$ cat src/rtl/iq_pkg.sv
// Shared types for the age-ordered issue queue: entry/output-slot records and FU class codes.
// The record field widths below must track the age_issue_queue parameter defaults.
package iq_pkg;

    localparam int IQ_PAYLOAD_W = 128;
    localparam int IQ_PREG_W    = 7;
    localparam int IQ_ROB_W     = 3;
    localparam int IQ_FU_W      = 3;

    localparam logic [IQ_FU_W-1:0] FU_ALU   = 3'd0;
    localparam logic [IQ_FU_W-1:0] FU_MUL   = 3'd1;
    localparam logic [IQ_FU_W-1:0] FU_DIV   = 3'd2;
    localparam logic [IQ_FU_W-1:0] FU_FALU  = 3'd3;
    localparam logic [IQ_FU_W-1:0] FU_FMUL  = 3'd4;
    localparam logic [IQ_FU_W-1:0] FU_FDIV  = 3'd5;
    localparam logic [IQ_FU_W-1:0] FU_LOAD  = 3'd6;
    localparam logic [IQ_FU_W-1:0] FU_STORE = 3'd7;

    typedef struct packed {
        logic [IQ_PAYLOAD_W-1:0] payload;
        logic [IQ_PREG_W-1:0]    rs1;
        logic [IQ_PREG_W-1:0]    rs2;
        logic                    rs1_rdy;
        logic                    rs2_rdy;
        logic [IQ_FU_W-1:0]      fu_sel;
        logic [IQ_ROB_W-1:0]     rob_idx;
        logic                    valid;
    } iq_entry_t;

    typedef struct packed {
        logic [IQ_PAYLOAD_W-1:0] payload;
        logic [IQ_PREG_W-1:0]    rs1;
        logic [IQ_PREG_W-1:0]    rs2;
        logic [IQ_FU_W-1:0]      fu_sel;
        logic [IQ_ROB_W-1:0]     rob_idx;
        logic                    valid;
    } iq_out_t;

endpackage

$ cat src/rtl/iq_age_matrix.sv
// Age matrix for the issue queue: age_q[i][j]=1 means entry i is older than entry j.
// Grants the single requester that has no older requester (one-hot).
module iq_age_matrix #(
    parameter int DEPTH = 8
) (
    input  logic             clk,
    input  logic             rst_n,
    input  logic [DEPTH-1:0] alloc_i,
    input  logic [DEPTH-1:0] valid_i,
    input  logic [DEPTH-1:0] req_i,
    output logic [DEPTH-1:0] gnt_o
);

    logic [DEPTH-1:0] age_q [DEPTH];
    logic [DEPTH-1:0] age_d [DEPTH];

    always_comb begin
        for (int i = 0; i < DEPTH; i++) age_d[i] = age_q[i];
        // A new entry is younger than everything currently resident.
        for (int k = 0; k < DEPTH; k++) begin
            if (alloc_i[k]) begin
                age_d[k] = '0;
                for (int j = 0; j < DEPTH; j++)
                    if (j != k) age_d[j][k] = valid_i[j];
            end
        end
    end

    always_comb begin
        for (int i = 0; i < DEPTH; i++) begin
            gnt_o[i] = req_i[i];
            for (int j = 0; j < DEPTH; j++)
                if (req_i[j] && age_q[j][i]) gnt_o[i] = 1'b0;
        end
    end

    always_ff @(posedge clk or negedge rst_n) begin
        if (!rst_n) begin
            for (int i = 0; i < DEPTH; i++) age_q[i] <= '0;
        end else begin
            for (int i = 0; i < DEPTH; i++) age_q[i] <= age_d[i];
        end
    end

endmodule

$ cat src/rtl/age_issue_queue.sv
// Out-of-order issue queue with oldest-first select, tag wakeup, ROB-mask flush and a registered issue slot.
// Optional saturating perf counters are enabled by defining AGE_ISSUE_QUEUE_PERF_EN.
module age_issue_queue
    import iq_pkg::*;
#(
    parameter int DEPTH     = 8,
    parameter int PREG_W    = IQ_PREG_W,
    parameter int ROB_SIZE  = 8,
    parameter int NUM_FU    = 8,
    parameter int NUM_WAKE  = 2,
    parameter int PAYLOAD_W = IQ_PAYLOAD_W,
    localparam int ROB_W    = $clog2(ROB_SIZE),
    localparam int FU_W     = $clog2(NUM_FU),
    localparam int CNT_W    = $clog2(DEPTH) + 1
) (
    input  logic                       clk,
    input  logic                       rst,
    input  logic                       disp_valid,
    output logic                       disp_ready,
    input  logic [PAYLOAD_W-1:0]       disp_payload,
    input  logic [PREG_W-1:0]          disp_rs1,
    input  logic [PREG_W-1:0]          disp_rs2,
    input  logic                       disp_rs1_rdy,
    input  logic                       disp_rs2_rdy,
    input  logic [FU_W-1:0]            disp_fu_sel,
    input  logic [ROB_W-1:0]           disp_rob_idx,
    input  logic [NUM_WAKE-1:0]        wake_valid,
    input  logic [NUM_WAKE*PREG_W-1:0] wake_tag,
    input  logic [NUM_FU-1:0]          fu_ready,
    input  logic                       stall,
    input  logic                       flush,
    input  logic [ROB_SIZE-1:0]        flush_mask,
    output logic                       iss_valid,
    input  logic                       iss_ready,
    output logic [PAYLOAD_W-1:0]       iss_payload,
    output logic [PREG_W-1:0]          iss_rs1,
    output logic [PREG_W-1:0]          iss_rs2,
    output logic [FU_W-1:0]            iss_fu_sel,
    output logic [ROB_W-1:0]           iss_rob_idx,
    output logic [CNT_W-1:0]           occupancy
`ifdef AGE_ISSUE_QUEUE_PERF_EN
    ,
    output logic [31:0]                perf_issued,
    output logic [31:0]                perf_full_cycles,
    output logic [31:0]                perf_flushed
`endif
);

    iq_entry_t        ent_q [DEPTH];
    iq_entry_t        ent_d [DEPTH];
    iq_entry_t        new_ent;
    iq_out_t          out_q, out_d;
    logic [DEPTH-1:0] vld, req, gnt, kill, free_oh, alloc;
    logic [CNT_W-1:0] occ_q, occ_d;
    logic             disp_fire, iss_fire, out_kill;

    function automatic logic woke(input logic [PREG_W-1:0] tag);
        logic hit;
        hit = 1'b0;
        for (int w = 0; w < NUM_WAKE; w++)
            if (wake_valid[w] && wake_tag[w*PREG_W +: PREG_W] == tag) hit = 1'b1;
        return hit && (tag != '0);
    endfunction

    always_comb begin
        free_oh = '0;
        for (int i = 0; i < DEPTH; i++) begin
            vld[i]  = ent_q[i].valid;
            kill[i] = flush && flush_mask[ent_q[i].rob_idx];
            // Flushed entries never compete, so a surviving op can still issue this cycle.
            req[i]  = vld[i] && !kill[i]
                   && (ent_q[i].rs1_rdy || woke(ent_q[i].rs1))
                   && (ent_q[i].rs2_rdy || woke(ent_q[i].rs2))
                   && fu_ready[ent_q[i].fu_sel];
        end
        for (int i = DEPTH-1; i >= 0; i--) begin
            if (!vld[i]) begin
                free_oh    = '0;
                free_oh[i] = 1'b1;
            end
        end
    end

    assign disp_ready = rst && !(&vld) && !flush && !stall;
    assign disp_fire  = disp_valid && disp_ready;
    assign alloc      = disp_fire ? free_oh : '0;
    assign iss_fire   = (|gnt) && (!out_q.valid || iss_ready);
    assign out_kill   = out_q.valid && flush && flush_mask[out_q.rob_idx];

    iq_age_matrix #(.DEPTH(DEPTH)) u_age (
        .clk     (clk),
        .rst_n   (rst),
        .alloc_i (alloc),
        .valid_i (vld),
        .req_i   (req),
        .gnt_o   (gnt)
    );

    always_comb begin
        new_ent = '{payload: disp_payload,
                    rs1:     disp_rs1,
                    rs2:     disp_rs2,
                    rs1_rdy: disp_rs1_rdy || woke(disp_rs1) || (disp_rs1 == '0),
                    rs2_rdy: disp_rs2_rdy || woke(disp_rs2) || (disp_rs2 == '0),
                    fu_sel:  disp_fu_sel,
                    rob_idx: disp_rob_idx,
                    valid:   1'b1};
        occ_d = '0;
        for (int i = 0; i < DEPTH; i++) begin
            ent_d[i] = ent_q[i];
            if (ent_q[i].valid) begin
                ent_d[i].rs1_rdy = ent_q[i].rs1_rdy || woke(ent_q[i].rs1);
                ent_d[i].rs2_rdy = ent_q[i].rs2_rdy || woke(ent_q[i].rs2);
            end
            if (kill[i] || (iss_fire && gnt[i])) ent_d[i].valid = 1'b0;
            if (alloc[i]) ent_d[i] = new_ent;
            occ_d = occ_d + CNT_W'(ent_d[i].valid);
        end
    end

    always_comb begin
        out_d = out_q;
        if (!iss_fire && (iss_ready || out_kill)) out_d.valid = 1'b0;
        for (int i = 0; i < DEPTH; i++) begin
            if (iss_fire && gnt[i]) begin
                out_d.payload = ent_q[i].payload;
                out_d.rs1     = ent_q[i].rs1;
                out_d.rs2     = ent_q[i].rs2;
                out_d.fu_sel  = ent_q[i].fu_sel;
                out_d.rob_idx = ent_q[i].rob_idx;
                out_d.valid   = 1'b1;
            end
        end
    end

    always_ff @(posedge clk or negedge rst) begin
        if (!rst) begin
            for (int i = 0; i < DEPTH; i++) ent_q[i] <= '0;
            out_q <= '0;
            occ_q <= '0;
        end else begin
            for (int i = 0; i < DEPTH; i++) ent_q[i] <= ent_d[i];
            out_q <= out_d;
            occ_q <= occ_d;
        end
    end

    assign iss_valid   = out_q.valid;
    assign iss_payload = out_q.payload;
    assign iss_rs1     = out_q.rs1;
    assign iss_rs2     = out_q.rs2;
    assign iss_fu_sel  = out_q.fu_sel;
    assign iss_rob_idx = out_q.rob_idx;
    assign occupancy   = occ_q;

`ifdef AGE_ISSUE_QUEUE_PERF_EN
    logic [31:0]      perf_iss_q, perf_full_q, perf_fl_q;
    logic [CNT_W-1:0] n_killed;
    logic [32:0]      fl_sum;

    always_comb begin
        n_killed = '0;
        for (int i = 0; i < DEPTH; i++) n_killed = n_killed + CNT_W'(kill[i] && vld[i]);
        fl_sum = {1'b0, perf_fl_q} + 33'(n_killed);
    end

    always_ff @(posedge clk or negedge rst) begin
        if (!rst) begin
            perf_iss_q  <= '0;
            perf_full_q <= '0;
            perf_fl_q   <= '0;
        end else begin
            if (iss_fire && perf_iss_q != '1) perf_iss_q <= perf_iss_q + 32'd1;
            if ((&vld) && perf_full_q != '1) perf_full_q <= perf_full_q + 32'd1;
            perf_fl_q <= fl_sum[32] ? '1 : fl_sum[31:0];
        end
    end

    assign perf_issued      = perf_iss_q;
    assign perf_full_cycles = perf_full_q;
    assign perf_flushed     = perf_fl_q;
`endif

endmodule

$ cat config.mk
export PLATFORM = sky130hd
export DESIGN_NAME = age_issue_queue
export DESIGN_NICKNAME = d
export VERILOG_FILES = /design/src/rtl/iq_pkg.sv /design/src/rtl/iq_age_matrix.sv /design/src/rtl/age_issue_queue.sv
export SDC_FILE = /design/constraint.sdc
export NUM_CORES = 2
export LEC_CHECK = 0
export BUFFER_PORTS_ARGS = -buffer_cell sky130_fd_sc_hd__buf_4
export CAP_MARGIN = 40
export CORE_ASPECT_RATIO = 1.1
export CORE_MARGIN = 2
export CORE_UTILIZATION = 30
export CTS_BUF_LIST = sky130_fd_sc_hd__clkbuf_2 sky130_fd_sc_hd__clkbuf_4 sky130_fd_sc_hd__clkbuf_8
export DETAILED_ROUTE_END_ITERATION = 8
export PLACE_DENSITY = 0.47
export SYNTH_ARGS = -nofsm -noshare
export SYNTH_HDL_FRONTEND = slang
export SYNTH_SLANG_ARGS = --single-unit
$ cat constraint.sdc
create_clock -name clk -period 6.8 [get_ports clk]
set_input_delay 1.02 -clock clk [delete_from_list [all_inputs] [get_ports clk]]
set_output_delay 1.02 -clock clk [all_outputs]
set_load 0.05 [all_outputs]
==> results.md <==
- Most frequent cells in the layout: nand2_1, dfrtp_1, buf_4
- Unrepaired setup endpoints after global routing: no
- Synthesis-stage register bit count: 1,417
- Global-route wire length before repair: 396 mm
- Die Area: 227,000 um^2
- Gpl congestion: 0.876
- Vias in the first global route: 57,100
- Commonest non-fill, non-tap cell in the layout: nand2_1
- Family with the most delay on the worst path: adder cells
- Drt via density: 5.31
- Slew Viols, Final: 0
- Residual DRC count: 0
- Drt first pass iters: 6
- Pin count of the biggest net entering global routing: 134
- Worst Hold Depth: 3
- CTS clk-pin slew, worst paths: 60 ps
- DR WL/cell: 25.1 um
- Port bufs: 341
- Main combinational cell family by area after synthesis: simple AND/OR/NAND/NOR gates
- Worst-Margin Slew: 1320 ps
- Run status: finished, final reports clean
- Slew margin rel.: 12.1%
- Post-synthesis adder-cell area fraction: 0.176%
- CTS tree: built
- Async SR Flop Fraction: 100%
- Cell count of the worst reg-to-reg path: 19
- Post-DRT Antenna Nets: 0
- CP Class: register to register
- Post-synthesis sequential area ratio: 53.0%
- Hold Path Class: input pin to register
- CORE AREA: 221,000 um^2
- Max-cap viol count: 0
- Number of hold buffers added after cts: 1
- Leading area contributor after synthesis: dfrtp_1
- Slowest cell on the critical path: nor3b_1
- Worst-case clock buffer depth: 4
- Synth top area share: 53.0%
- Root Buffer: clkbuf_8
- Post-DP HPWL: 146 mm
- Slowest Stage Delay on Critical Path: 550 ps
- Synth top area cells: dfrtp_1, nand2_1, a221oi_1
- Synth cell types: 80
- Vias: 56,400
- CP Data Arrival Time: 6420 ps
- Worst path required time: 7720 ps
- Clock Latency Late Sink: 1040 ps
- Multi-input gate area: 28,600 um^2
- Post-layout minimum cycle time: 5500 ps
- Avg Cell Area, Syn: 9.07 um^2
- Fin util: 35.3%
- Die width: 454 um
- GRT Residual Overflow: 0
- Worst vdd ir: 231 uV
- Top-Level Pins: 342
- CTS-repair resized insts: 0
- Fraction of layout cells with a size suffix above 1: 16.7%
- Num rows: 181
- Clock skew: 83.0 ps
- Final Hold Viols: 0
- Tot GR Track Use: 23.2%
- CTS Buf Count: 288
- Fill cells: 22,600
- PD cells: 320 nW/um^2
- Crit end category: register
- Top FF cell, synth: dfrtp_1
- Post-synth net total: 7,572
- Leakage power: 38.9 nW
- Initial antenna violation count: 20
- Sink Count: 1,417
- Worst Hold Slack: 250 ps
- Initial core utilization: 30.2%
- Starting DRT DRC Count: 4,952
- Crit path depth: 19
- Post-synth EDFFs: 0
- Sequential standard cell area: 35,500 um^2
- CP Max Fanout: 6
- Simple logic cell fraction of the synthesized area: 21.8%
- Setup TNS Final: 0 ps
- Post-CTS Setup Inserts: 0
- Synth Area in XOR/XNOR: 3.31%
- Post-synthesis mux area share: 4.07%
- Startpoint types: register
- Post-synthesis cell area: 66,900 um^2
- Crit path buffers/inverters: 4
- Area delta synth->final: 17.0%
- Setup violations, final: 0
- H-tree Lvls: 5
- Fin nets: 7,687
- F_max: 182 MHz
- Period utilization: 80.8%
- Cell breakdown of the critical path: mux2i_1 -> nand3_1 -> a41oi_1 -> nor3b_1 -> and3_1 -> o221a_2 -> nand4_2 -> nor2_4 -> o21a_1 -> fa_1 -> inv_1 -> fa_1 -> inv_1 -> fa_1 -> inv_1 -> ha_1 -> inv_1 -> fa_1 -> xnor2_1
- Complex-gate fraction of the synthesized area: 13.1%
- Cells after Synth: 7,377
- DRT Wirelength: 267 mm
- Synthesis warning total: 0
- Die Y: 499 um
[metrics by stage]
| stage | std cells | area (um^2) | worst slack (ps) | total power, mW |
|---|---|---|---|---|
| after global placement | 10100 | 71800 | 760 | 16.0 |
| after floorplan | 7377 | 66900 | 490 | 13.9 |
| after global routing | 10600 | 78300 | 988 | 26.3 |
| final | 10600 | 78300 | 1300 | 25.1 |
| after detailed placement | 10100 | 72400 | 742 | 16.1 |
| after CTS | 10600 | 78300 | 1330 | 25.4 |
[sequential cells by signal, summed over array words and instances, names as in the netlist]
signal       count
ent_q         1208
iss_payload    128
u_age.age_q     56
iss_rs1          7
iss_rs2          7
occupancy        4
iss_fu_sel       3
iss_rob_idx      3
iss_valid        1
[Yosys cell counts, types with 5 or more instances]
library cell and number:
nand2_1 3131, dfrtp_1 1417, clkbuf_1 461, nor2_1 375
a221oi_1 296, xnor2_1 199, a21oi_1 177, mux2_2 173
buf_2 152, o21a_1 151, o221ai_1 148, o32ai_2 83
nand4_1 64, o32ai_1 64, xor2_1 54, inv_1 40
o21ai_0 33, buf_4 30, nor3_1 30, mux2i_1 26
nand3_1 26, mux4_2 23, nor4_1 22, buf_1 18
a211oi_1 14, nor2b_1 12, o22a_1 9, buf_6 8
nand2b_1 8, or4_1 8, and3_1 7, nand3b_1 7
a21o_1 6, a22oi_1 6, a31oi_1 6, or3_1 6
a41oi_1 5, nor4b_1 5, o22ai_1 5
[layout make-up]
class	count	area share (%)
Clock inverter	39	0.579
Tap cell	2928	4.68
Timing Repair Buffer	494	5.83
Clock buffer	428	6.85
Sequential cell	1417	45.3
Multi-Input combinational cell	5250	36.5
Inverter	41	0.197
Antenna cell	7	0.0224
[where the power goes]
part           total [mW]  switching [mW]  internal, mW
combinational        5.36            3.52          1.84
sequential           10.5           0.968          9.56
clock                9.18            3.85          5.34
total                25.1            8.33          16.7
[routing by layer]
layer  vias up  track usage, %  share of wire (%)  routed length, um
met5         -               0              0.048                129
met2      2218            37.3                 47             125000
met3       475            4.43                6.9              18300
li1      24900               -                  -                  -
met1     28700            31.6                 44             117000
met4        20            6.68                2.5               6620
[tightest hold or removal path: stages]
cell and delay [ps]:
buf_4 130, nand2_1 50, nand2_1 50
[final timing paths]
| path | startpoint | end | slack (ps) |
|---|---|---|---|
| worst min-delay path | disp_payload[59] | ent_q[384]$_DFFE_PN0P_ | 250 |
| min in group asynchronous | rst | ent_q[313]$_DFFE_PN0P_ | 490 |
| max in group asynchronous | rst | ent_q[116]$_DFFE_PN0P_ | 2620 |
| worst max register to register | ent_q[455]$_DFFE_PN0P_ | occupancy[2]$_DFF_PN0_ | 1300 |
| worst max-delay path | ent_q[455]$_DFFE_PN0P_ | occupancy[2]$_DFF_PN0_ | 1300 |
| worst min register to register | ent_q[1021]$_DFFE_PN0P_ | ent_q[1021]$_DFFE_PN0P_ | 470 |
[logic make-up after synthesis]
group / count (synthesis)
XOR/XNOR: 253
buffers and inverters: 710
AND/OR/NAND/NOR: 3723
flip-flops: 1417
adder cells (fa/ha/maj): 7
multiplexers: 222
AO/OA/AOI/OAI: 1045
(Power assumes the default switching activity.)
